$ cat config.mk
export PLATFORM = sky130hd
export DESIGN_NAME = serial_stream_tx_flat
export DESIGN_NICKNAME = d
export VERILOG_FILES = /design/src/rtl/serial_stream_tx_if.sv /design/src/rtl/serial_stream_tx.sv /design/src/flat_wrapper.sv
export SDC_FILE = /design/constraint.sdc
export NUM_CORES = 1
export LEC_CHECK = 0
export ABC_AREA = 1
export BUFFER_PORTS_ARGS = -buffer_cell sky130_fd_sc_hd__clkbuf_2
export CORE_AREA = 2 2 46 48
export CTS_BUF_LIST = sky130_fd_sc_hd__clkbuf_4
export CTS_CLUSTER_DIAMETER = 50
export DETAILED_ROUTE_END_ITERATION = 8
export DIE_AREA = 0 0 48 50
export PLACE_DENSITY = 0.76
export SLEW_MARGIN = 40
export SYNTH_ARGS = -nofsm -noshare
export SYNTH_HDL_FRONTEND = slang
export SYNTH_SLANG_ARGS = --single-unit
$ cat constraint.sdc
create_clock -name clk -period 1.4 [get_ports clk]
set_clock_uncertainty 0.15 [all_clocks]
set_input_delay 0.07 -clock clk [delete_from_list [all_inputs] [get_ports clk]]
set_output_delay 0.07 -clock clk [all_outputs]
set_load 0.05 [all_outputs]
$ cat src/rtl/serial_stream_tx_if.sv
// ============================================================================
// Module      : serial_stream_tx_if
// Description : Load handshake and serial output bundle for serial_stream_tx.
// Revision    : 1.0 - initial release
// ============================================================================
`default_nettype none

interface serial_stream_tx_if #(
    parameter int WIDTH = 8,
    parameter int LEN_W = 3
);
    logic             load_valid;
    logic [WIDTH-1:0] load_data;
    logic [LEN_W-1:0] load_len;
    logic             load_ready;
    logic             x;
    logic             x_valid;
    logic             done;
    logic             z_exp;

    modport master (
        output load_valid, load_data, load_len,
        input  load_ready, x, x_valid, done, z_exp
    );

    modport slave (
        input  load_valid, load_data, load_len,
        output load_ready, x, x_valid, done, z_exp
    );
endinterface

`default_nettype wire

$ cat src/rtl/serial_stream_tx.sv
// ============================================================================
// Module      : serial_stream_tx
// Description : MSB-first frame serializer with majority-of-3 reference output.
// Revision    : 1.0 - initial release
// ============================================================================
`default_nettype none

module serial_stream_tx #(
    parameter int WIDTH = 8,
    parameter int LEN_W = 3
) (
    input  wire logic          clk,
    input  wire logic          reset,
    serial_stream_tx_if.slave  bus
);

    typedef enum logic [1:0] {
        IDLE  = 2'd0,
        SHIFT = 2'd1,
        DONE  = 2'd2
    } state_t;

    state_t           r_state;
    state_t           w_next_state;
    logic [WIDTH-1:0] r_shreg;
    logic [LEN_W-1:0] r_cnt;
    logic [1:0]       r_hist;
    logic [1:0]       r_hcnt;

    logic             w_handshake;
    logic             w_shift;
    logic             w_x;
    logic             w_maj;

    assign w_handshake = bus.load_valid && (r_state == IDLE);
    assign w_shift     = (r_state == SHIFT);
    assign w_x         = w_shift ? r_shreg[WIDTH-1] : 1'b0;

    always_comb begin
        w_next_state = r_state;
        case (r_state)
            IDLE:    if (bus.load_valid) w_next_state = SHIFT;
            SHIFT:   if (r_cnt == '0)    w_next_state = DONE;
            DONE:    w_next_state = IDLE;
            default: w_next_state = IDLE;
        endcase
    end

    always_ff @(posedge clk) begin
        if (reset) begin
            r_state <= IDLE;
        end else begin
            r_state <= w_next_state;
        end
    end

    // Shift register and bit counter are loaded only on handshake, so
    // load_valid seen while a frame is in flight cannot disturb it.
    always_ff @(posedge clk) begin
        if (reset) begin
            r_shreg <= '0;
            r_cnt   <= '0;
        end else if (w_handshake) begin
            r_shreg <= bus.load_data;
            r_cnt   <= bus.load_len;
        end else if (w_shift) begin
            r_shreg <= {r_shreg[WIDTH-2:0], 1'b0};
            r_cnt   <= r_cnt - 1'b1;
        end
    end

    // Bit history spans frame boundaries; only reset clears it.
    always_ff @(posedge clk) begin
        if (reset) begin
            r_hist <= '0;
            r_hcnt <= '0;
        end else if (w_shift) begin
            r_hist <= {r_hist[0], w_x};
            if (r_hcnt != 2'd2) begin
                r_hcnt <= r_hcnt + 2'd1;
            end
        end
    end

    assign w_maj = (r_hist[1] & r_hist[0]) | (r_hist[1] & w_x) | (r_hist[0] & w_x);

    assign bus.load_ready = (r_state == IDLE);
    assign bus.x          = w_x;
    assign bus.x_valid    = w_shift;
    assign bus.done       = (r_state == DONE);
    assign bus.z_exp      = w_shift && (r_hcnt == 2'd2) && w_maj;

endmodule

`default_nettype wire
$ cat src/flat_wrapper.sv
// flat-port wrapper written by rule: the top's interface ports become plain ports
module serial_stream_tx_flat 
#(
    parameter int WIDTH = 8,
    parameter int LEN_W = 3
)
  (clk, reset, bus_load_valid, bus_load_data, bus_load_len, bus_load_ready, bus_x, bus_x_valid, bus_done, bus_z_exp);
  serial_stream_tx_if #(.WIDTH(WIDTH), .LEN_W(LEN_W)) bus_i ();
  input  wire logic clk;
  input  wire logic reset;
  input wire logic [$bits(bus_i.load_valid)-1:0] bus_load_valid;
  input wire logic [$bits(bus_i.load_data)-1:0] bus_load_data;
  input wire logic [$bits(bus_i.load_len)-1:0] bus_load_len;
  output wire logic [$bits(bus_i.load_ready)-1:0] bus_load_ready;
  output wire logic [$bits(bus_i.x)-1:0] bus_x;
  output wire logic [$bits(bus_i.x_valid)-1:0] bus_x_valid;
  output wire logic [$bits(bus_i.done)-1:0] bus_done;
  output wire logic [$bits(bus_i.z_exp)-1:0] bus_z_exp;
  assign bus_i.load_valid = bus_load_valid;
  assign bus_i.load_data = bus_load_data;
  assign bus_i.load_len = bus_load_len;
  assign bus_load_ready = bus_i.load_ready;
  assign bus_x = bus_i.x;
  assign bus_x_valid = bus_i.x_valid;
  assign bus_done = bus_i.done;
  assign bus_z_exp = bus_i.z_exp;
  serial_stream_tx #(.WIDTH(WIDTH), .LEN_W(LEN_W)) u_core (.clk(clk), .reset(reset), .bus(bus_i));
endmodule
==> results.md, run 1 <==
- Status: finished, violations left
- Failing checks: negative setup slack
- Final WS setup: -0.0958 ns
- CTS buffer count: 3
- Vias in the first global route: 769
- Vias: 917
- Setup_tns: -0.183 ns
- Layout cells sized above 1: 27.2%
- DR pass1 iterations: 4
- Post-synthesis sequential area ratio: 39.0%
- Critical Path RT: 1.18 ns
- Hold Crit Depth: 2
- H-Tree Level Count: 1
- Yosys Warn Count: 0
- Antenna violations before repair: 0
- Maximum operating frequency: 669 MHz
- Met2 WL: 1070 um
- Final Max Tran Viols: 0
- Vias per cell: 4.59
- Final ANT Viol Nets: 0
- Power consumption: 1.24 mW
- Worst slew margin: 77.8%
- Drt initial violations: 20
- First-pass GRT wire length: 3100 um
- Detailed Place HPWL: 1200 um
- Clk Latency, worst-skew pair: 0.29 ns
- Reg clk slew, reported paths: 0.09 ns
- CP endpoint kind: output pin
- Chip height: 50 um
- Synth unique cells: 15
- Number of remaining DRC errors: 0
- Syn Inst Count: 137
- Tcrit/Tclk final: 107%
- Routed length on met3: 56 um
- Routability cong.: 0.734
- Leading cell type in the layout, fill and taps excluded: nand2_1
- Total GRT Usage: 18.0%
- I/O Buffers: 18
- Placed cell area: 1000 um^2
- Hold Worst Slack: 0.0245 ns
- Crit start category: flop
- Die width: 48 um
- Row count: 16
- Hold WC Path Type: in2reg
- Placed cells: 180
- Global route overflow: 0
- Diode count: 0
- Crit-path max FO: 5
- Initial core utilization: 45.9%
- CTS sink count: 17
- Layout Cells excl Fill: 200
- Max VDD drop: 0.796 mV
- Reg2reg path depth: 8
- Clock Tree Root: clkbuf_4
- Unrepaired setup endpoints after global routing: yes
- P per Cell Area: 981 mW/mm^2
- Period minus WS final: 1.50 ns
- Die ar.: 0.00240 mm^2
- Final WL: 2080 um
- Syn avg cell area: 6.37 um^2
- Final Cell Area: 0.00127 mm^2
- Core area: 0.00190 mm^2
- Pre-CTS WS: 0.0289 ns
- Synth Register Bits: 17
- # Max-Cap Violations: 0
- DR top layer: met4
- Arrival @ worst endpoint: 1.28 ns
- Most frequent cells in the layout: nand2_1 (38), nor2_1 (24), inv_1 (19)
- CTS tree: built
- Leak: 0.664 nW
- Wl on met1: 913 um
- Finished Core Util: 66.6%
- Largest net degree at the start of global routing: 17
- Mapped Nets: 154
- Mapped cell area: 872 um^2
- Final number of setup-violating endpoints: 2
- Final #Nets: 191
- Layout Area Growth over Synthesis: 45.2%
- Final Hold Fails: 0
- I/O pin count: 19
- Wire length per cell: 10.4 um
- CTS Buffer Depth: 2
- Measured slew at the worst slew-check pin: 0.333 ns
- Crit path kind: reg2out
-- Yosys cell counts --
cell type / n / area [um^2]
dfxtp_1: 17 / 340
inv_1: 24 / 90.1
ha_1: 3 / 37.5
nand3_1: 13 / 65.1
buf_6: 1 / 11.3
clkbuf_1: 2 / 7.51
o211ai_1: 1 / 7.51
nor2_4: 1 / 11.3
o21ai_0: 2 / 10.0
buf_2: 1 / 5.00
nor3_1: 1 / 5.00
buf_4: 2 / 15.0
a21oi_1: 6 / 30.0
nor2_1: 24 / 90.1
nand2_1: 39 / 146
-- flip-flops by register name, indices dropped and copies added, names as in the netlist --
register and flops:
u_core.r_shreg 8, u_core.r_cnt 3, u_core.r_hcnt 2, u_core.r_hist 2, u_core.r_state 2
-- kinds of logic after synthesis --
kind of cell             count (synthesis)  share of synthesized area [%]
AO/OA/AOI/OAI                            9                           5.45
AND/OR/NAND/NOR                         78                           36.4
adder cells (fa/ha/maj)                  3                           4.30
buffers and inverters                   30                           14.8
flip-flops                              17                           39.0
-- power by group --
| group | leakage (nW) | total, mW | internal [mW] | switching [mW] |
|---|---|---|---|---|
| sequential | 0.141 | 0.560 | 0.531 | 0.0288 |
| combinational | 0.504 | 0.398 | 0.182 | 0.216 |
| clock | 0.0184 | 0.284 | 0.130 | 0.154 |
-- layout make-up --
type	instances	area [um^2]
Tap cell	27	33.8
Inverter	24	90.1
Sequential cell	17	347
Fill cell	157	636
Timing Repair Buffer	38	312
Clock buffer	4	30.0
Multi-Input combinational cell	90	454
-- per-layer routing --
metal / vias to the layer above / track usage [%]
li1: 482 / -
met4: 0 / 8.11
met2: 22 / 32.4
met1: 409 / 19.5
met3: 4 / 2.20
met5: - / 0
-- path summary, 6_finish.rpt --
| check | from | to | slack [ns] |
|---|---|---|---|
| worst max-delay path | u_core.r_state[0] | bus_z_exp | -0.1 |
| worst min-delay path | reset | u_core.r_state[0] | 0.02 |
| worst max register to register | u_core.r_cnt[1] | u_core.r_cnt[2] | 0.10 |
| worst min register to register | u_core.r_hcnt[1] | u_core.r_hcnt[1] | 0.32 |
-- worst max-delay path, stage by stage, from the launching register on --
cell,delay [ns]
dfxtp_2,0.36
inv_2,0.05
nor2_4,0.13
o211ai_1,0.15
a21oi_4,0.15
buf_8,0.15
-- repair_timing --
action,CTS,global route
endpoints found under the hold margin,11,0
pin swaps,3,4
setup endpoints to repair,4,6
resized for setup,13,14
buffers inserted,2,3
hold buffers,11,0
Power figures use the tool's default switching activity.
==> run 2: changes to the inputs <==
==> constraint.sdc (replaced) <==
create_clock -name clk -period 1.4 [get_ports clk]
set_clock_uncertainty 0.15 [all_clocks]
set_input_delay 0.21 -clock clk [delete_from_list [all_inputs] [get_ports clk]]
set_output_delay 0.21 -clock clk [all_outputs]
set_load 0.05 [all_outputs]
==> results.md, run 2 (synthesis gave the netlist of run 1 again) <==
- Vias: 859 (-6.3%)
- Initial core utilization: 45.9% (unchanged)
- CTS tree: built
- Final number of setup-violating endpoints: 4 (+2)
- Crit-path max FO: 3 (-2)
- Diode count: 0 (unchanged)
- Worst slew margin: 78.3% (+0.50 points)
- Power consumption: 1.22 mW (-1.4%)
- Leading cell type in the layout, fill and taps excluded: nand2_1
- Global route overflow: 0 (unchanged)
- Hold Crit Start: bus_load_data[0]
- Placed cells: 182 (+1.1%)
- Cell at the slowest stage of the critical path: dfxtp_2
- Largest register by flop count: u_core.r_shreg
- Clock Tree Root: clkbuf_4
- Reg clk slew, reported paths: 0.10 ns (about the same)
- Crit path kind: reg2out
- Unrepaired setup endpoints after global routing: yes
- Final Max Tran Viols: 0 (unchanged)
- CP endpoint kind: output pin
- R2r setup slk: 0.05 ns (-0.05 ns)
- Final Hold Fails: 0 (unchanged)
- Hold buffers post-CTS: 0 (-11)
- Number of remaining DRC errors: 0 (unchanged)
- # Max-Cap Violations: 0 (unchanged)
- CTS buffer count: 3 (unchanged)
- Die ar.: 0.00240 mm^2 (unchanged)
- Max VDD drop: 0.617 mV (-22%)
- RR Endpoint: u_core.r_shreg[5]
- Drt initial violations: 23 (+15%)
- Chip height: 50 um (unchanged)
- Hold Worst Slack: 0.0243 ns (-0.000203 ns)
- I/O Buffers: 18 (unchanged)
- Storage cell area: 347 um^2 (unchanged)
- Core area: 0.00190 mm^2 (unchanged)
- Clk Latency, worst-skew pair: 0.29 ns (about the same)
- Layout Area Growth over Synthesis: 37.2%
- Critical Path RT: 1.04 ns (-0.14 ns)
- Layout Cells excl Fill: 190 (-5.0%)
- Vias in the first global route: 740 (-3.8%)
- DR pass1 iterations: 4 (unchanged)
- Crit start category: flop
- Final #Nets: 181 (-5.2%)
- CTS Buffer Depth: 2 (unchanged)
- Measured slew at the worst slew-check pin: 0.326 ns (-0.00743 ns)
- Finished Core Util: 62.9% (-3.7 points)
- Tcrit/Tclk final: 115% (+8.5 points)
- Most frequent cells in the layout: nand2_1 (38), nor2_1 (22), inv_1 (20)
- Reg2reg start: u_core.r_state[1]
- Largest net degree at the start of global routing: 17 (unchanged)
- Wire length per cell: 10.2 um (-2.1%)
- Final WS setup: -0.214 ns (-0.118 ns)
- Layout fillers: 160 (+1.9%)
- Die width: 48 um (unchanged)
- Multi-input gate area: 442 um^2 (-2.8%)
- Setup_tns: -0.552 ns (-0.370 ns)
- Period minus WS final: 1.61 ns (+0.118 ns)
- Routability cong.: 0.776 (+5.7%)
- CP max stage delay: 0.35 ns (about the same)
- Maximum operating frequency: 619 MHz (-7.3%)
- Detailed Place HPWL: 1250 um (+4.1%)
- Final WL: 1930 um (-7.0%)
- Max reg flops: 8 (unchanged)
- Hold WC Path Type: in2reg
- Total GRT Usage: 17.8% (-0.25 points)
- Layout cells sized above 1: 29.4% (+2.3 points)
- Biggest regs: u_core.r_shreg: 8 flops, u_core.r_cnt: 3 flops
- Row count: 16 (unchanged)
- Hold Path Sink: u_core.r_shreg[0]
- Critical path cell sequence: inv_2 > nor2_4 > o211ai_1 > a21oi_4 > buf_8
- H-Tree Level Count: 1 (unchanged)
- Antenna violations before repair: 0 (unchanged)
- Reg2reg path depth: 8 (unchanged)
- Leak: 0.637 nW (-4.0%)
- Arrival @ worst endpoint: 1.25 ns (-0.03 ns)
- Hold Crit Depth: 3 (+1)
- Failing checks: negative setup slack
- Final ANT Viol Nets: 0 (unchanged)
- Vias per cell: 4.52 (-1.4%)
- I/O pin count: 19 (unchanged)
- P per Cell Area: 1020 mW/mm^2 (+4.4%)
- First-pass GRT wire length: 3110 um (+0.42%)
- Status: finished, violations left
- CTS sink count: 17 (unchanged)
## run 2: cell types whose count changed in the layout (fill, tap and decap cells not counted), moves of 2 or more
cell	previous run	this run
dlygate4sd3_1	11	0
clkbuf_16	0	2
buf_4	8	6
clkbuf_8	2	0
ha_4	3	1
nor2_1	24	22
buf_6	1	3
buf_8	2	4
## run 2: repair_timing
item                       4_1_cts  5_1_grt
setup endpoints to repair        5       18
gates cloned                     0        0
pin swaps                        4        1
setup buffers                    4        0
gates resized for setup         26        8
## run 2: worst max path at each step
stage / from / end / slack (ns) / cells after the start
finish: u_core.r_state[0] / bus_z_exp / -0.21 / 5
global route: u_core.r_state[1] / bus_z_exp / -0.25 / 4
CTS: u_core.r_hcnt[0] / bus_z_exp / -0.22 / 5
detailed placement: u_core.r_hcnt[0] / bus_z_exp / -0.01 / 5
global placement: u_core.r_hcnt[0] / bus_z_exp / 0.01 / 5
floorplan: u_core.r_state[0] / bus_z_exp / -0.18 / 5
## run 2: critical path, delay by kind of cell, from the launching register on
family / cells / cell delay [ns]
flip-flops: 1 / 0.35
AO/OA/AOI/OAI: 2 / 0.29
buffers and inverters: 2 / 0.21
AND/OR/NAND/NOR: 1 / 0.13
## run 2: layer usage
layer	GRT usage, %	share of wire (%)	up-vias
met4	5.41	0	0
li1	-	-	461
met3	3.30	3.9	0
met5	0	0	-
met2	27.1	49	22
met1	24.7	47	376
## run 2: power by group
part / leakage, nW / total, mW / switching (mW) / internal, mW
logic: 0.477 / 0.379 / 0.208 / 0.171
registers: 0.142 / 0.560 / 0.0292 / 0.531
clock network: 0.0184 / 0.286 / 0.156 / 0.130
total: 0.637 / 1.22 / 0.393 / 0.832
## run 2: per-stage QoR
stage	area [um^2]	setup slack, ns
floorplan	893	-0.183
global placement	1010	0.0144
detailed placement	1010	-0.0128
CTS	1180	-0.218
global route	1200	-0.250
finish	1200	-0.214
## run 2: cell type report
class	count	share of cell area, %
multi-input combinational	90	36.9
sequential	17	29.0
timing repair buffer	28	21.2
inverter	24	7.53
tap	27	2.82
clock buffer	4	2.51
==> run 3: changes to the inputs <==
--- a/config.mk
+++ b/config.mk
@@ -7,13 +7,15 @@
 export LEC_CHECK = 0
 export ABC_AREA = 1
 export BUFFER_PORTS_ARGS = -buffer_cell sky130_fd_sc_hd__clkbuf_2
+export CAP_MARGIN = 20
 export CORE_AREA = 2 2 46 48
 export CTS_BUF_LIST = sky130_fd_sc_hd__clkbuf_4
 export CTS_CLUSTER_DIAMETER = 50
 export DETAILED_ROUTE_END_ITERATION = 8
 export DIE_AREA = 0 0 48 50
 export PLACE_DENSITY = 0.76
-export SLEW_MARGIN = 40
+export RECOVER_POWER = 100
+export SLEW_MARGIN = 20
 export SYNTH_ARGS = -nofsm -noshare
 export SYNTH_HDL_FRONTEND = slang
 export SYNTH_SLANG_ARGS = --single-unit
==> results.md, run 3 (synthesis gave the netlist of run 1 again) <==
- CTS Buffer Depth: 2 (unchanged)
- Leak: 0.633 nW (-0.68%)
- Hold WC Path Type: in2reg
- Clock Tree Root: clkbuf_4
- Failing checks: negative setup slack
- H-Tree Level Count: 1 (unchanged)
- Final Hold Fails: 0 (unchanged)
- Critical path cell sequence: inv_2 > nor2_4 > o211ai_1 > a21oi_4 > buf_8
- Leading cell type in the layout, fill and taps excluded: nand2_1
- Pre-CTS WS: -0.0128 ns (unchanged)
- Period minus WS final: 1.61 ns (-0.00147 ns)
- Vias in the first global route: 740 (unchanged)
- Crit start category: flop
- Die width: 48 um (unchanged)
- Vias: 872 (+1.5%)
- Final Cell Area: 0.00118 mm^2 (-1.2%)
- Largest net degree at the start of global routing: 17 (unchanged)
- Number of remaining DRC errors: 0 (unchanged)
- Unrepaired setup endpoints after global routing: yes
- Global route overflow: 0 (unchanged)
- Final number of setup-violating endpoints: 4 (unchanged)
- Clk Latency, worst-skew pair: 0.29 ns (about the same)
- Tcrit/Tclk final: 115% (about the same)
- Row count: 16 (unchanged)
- Final WL: 1930 um (-0.47%)
- Routability cong.: 0.776 (unchanged)
- Measured slew at the worst slew-check pin: 0.320 ns (-0.00567 ns)
- Most frequent cells in the layout: nand2_1 (38), nor2_1 (22), inv_1 (20)
- Max VDD drop: 0.605 mV (-2.0%)
- Drt initial violations: 25 (+8.7%)
- Final Max Tran Viols: 0 (unchanged)
- CTS tree: built
- DR pass1 iterations: 4 (unchanged)
- CP max stage delay: 0.35 ns (about the same)
- Initial core utilization: 45.9% (unchanged)
- Layout cells sized above 1: 29.4% (unchanged)
- CP endpoint kind: output pin
- Die ar.: 0.00240 mm^2 (unchanged)
- Chip height: 50 um (unchanged)
- Largest register by flop count: u_core.r_shreg
- # Max-Cap Violations: 0 (unchanged)
- Layout Area Growth over Synthesis: 35.6%
- CTS sink count: 17 (unchanged)
- Diode count: 0 (unchanged)
- Detailed Place HPWL: 1250 um (unchanged)
- Biggest regs: u_core.r_shreg: 8 flops, u_core.r_cnt: 3 flops
- Cell at the slowest stage of the critical path: dfxtp_2
- P per Cell Area: 1020 mW/mm^2 (about the same)
- Crit path kind: reg2out
- First-pass GRT wire length: 3110 um (unchanged)
- Setup_tns: -0.542 ns (+0.0103 ns)
- Wire length per cell: 10.1 um (-0.47%)
- Vias per cell: 4.59 (+1.5%)
- Total GRT Usage: 17.8% (unchanged)
- CTS buffer count: 3 (unchanged)
- Worst slew margin: 78.7% (+0.38 points)
- Final ANT Viol Nets: 0 (unchanged)
- Maximum operating frequency: 620 MHz (about the same)
- CP bufs+invs: 2 (unchanged)
- Arrival @ worst endpoint: 1.25 ns (about the same)
- Crit path max-delay family: flip-flops
- I/O pin count: 19 (unchanged)
- Max reg flops: 8 (unchanged)
- Final WS setup: -0.213 ns (+0.00147 ns)
- Crit-path max FO: 3 (unchanged)
- Placed cell area: 0.00101 mm^2 (unchanged)
- Antenna violations before repair: 0 (unchanged)
- Reg clk slew, reported paths: 0.10 ns (about the same)
- I/O Buffers: 18 (unchanged)
- Core area: 0.00190 mm^2 (unchanged)
- Final #Nets: 181 (unchanged)
- Critical Path RT: 1.04 ns (about the same)
- Status: finished, violations left
[run 3: changes by cell type in the layout (fill, tap and decap cells not counted), sizes merged]
| cell | delta |
|---|---|
| clkbuf | +1 |
| buf | -1 |
[run 3: final cells by class]
class                           instances  area (um^2)
Tap cell                               27         33.8
Clock buffer                            4         30.0
Fill cell                             161          719
Sequential cell                        17          347
Inverter                               24         90.1
Timing Repair Buffer                   28          240
Multi-Input combinational cell         90          442
[run 3: layer usage]
layer / share of wire (%) / global-route usage [%]
met4: 0 / 5.41
met3: 3.5 / 3.30
met5: 0 / 0
met1: 47 / 24.7
met2: 50 / 27.1
[run 3: metrics by stage]
stage / hold slack, ns / utilization (%) / instances / power, mW
finish: 0.0252 / 62.2 / 190 / 1.21
detailed placement: 0.297 / 53.4 / 182 / 0.866
floorplan: 0.227 / - / 137 / 0.793
CTS: 0.0223 / 62.1 / 190 / 1.21
global route: 0.0230 / 62.2 / 190 / 1.29
global placement: 0.287 / 53.4 / 182 / 0.855
[run 3: path summary, 6_finish.rpt]
path                            cells past startpoint  slack, ns         startpoint           endpoint
worst max-delay path                                5      -0.21  u_core.r_state[0]          bus_z_exp
worst min-delay path                                3       0.03   bus_load_data[0]  u_core.r_shreg[0]
worst max register to register                      8       0.03  u_core.r_state[1]  u_core.r_shreg[5]
worst min register to register                      2       0.32   u_core.r_hcnt[0]   u_core.r_hcnt[0]
[run 3: what timing repair did]
item / in CTS / in global routing
setup endpoints to repair: 5 / 18
buffers inserted: 4 / 0
hold buffers: 0 / 0
pin swaps: 4 / 1
gates resized for setup: 26 / 8
[run 3: worst reg2reg max path: stages (launching register included)]
cell and delay [ns]:
dfxtp_2 0.39, nor2_4 0.07, buf_6 0.11, buf_4 0.13, buf_6 0.14, nand2_1 0.06, nand2_1 0.06, nor2_1 0.10
nor2_1 0.05
[run 3: where the power goes]
part | switching, mW | internal [mW] | leakage [nW]
logic | 0.206 | 0.162 | 0.473
registers | 0.0294 | 0.531 | 0.142
clock network | 0.153 | 0.130 | 0.0184
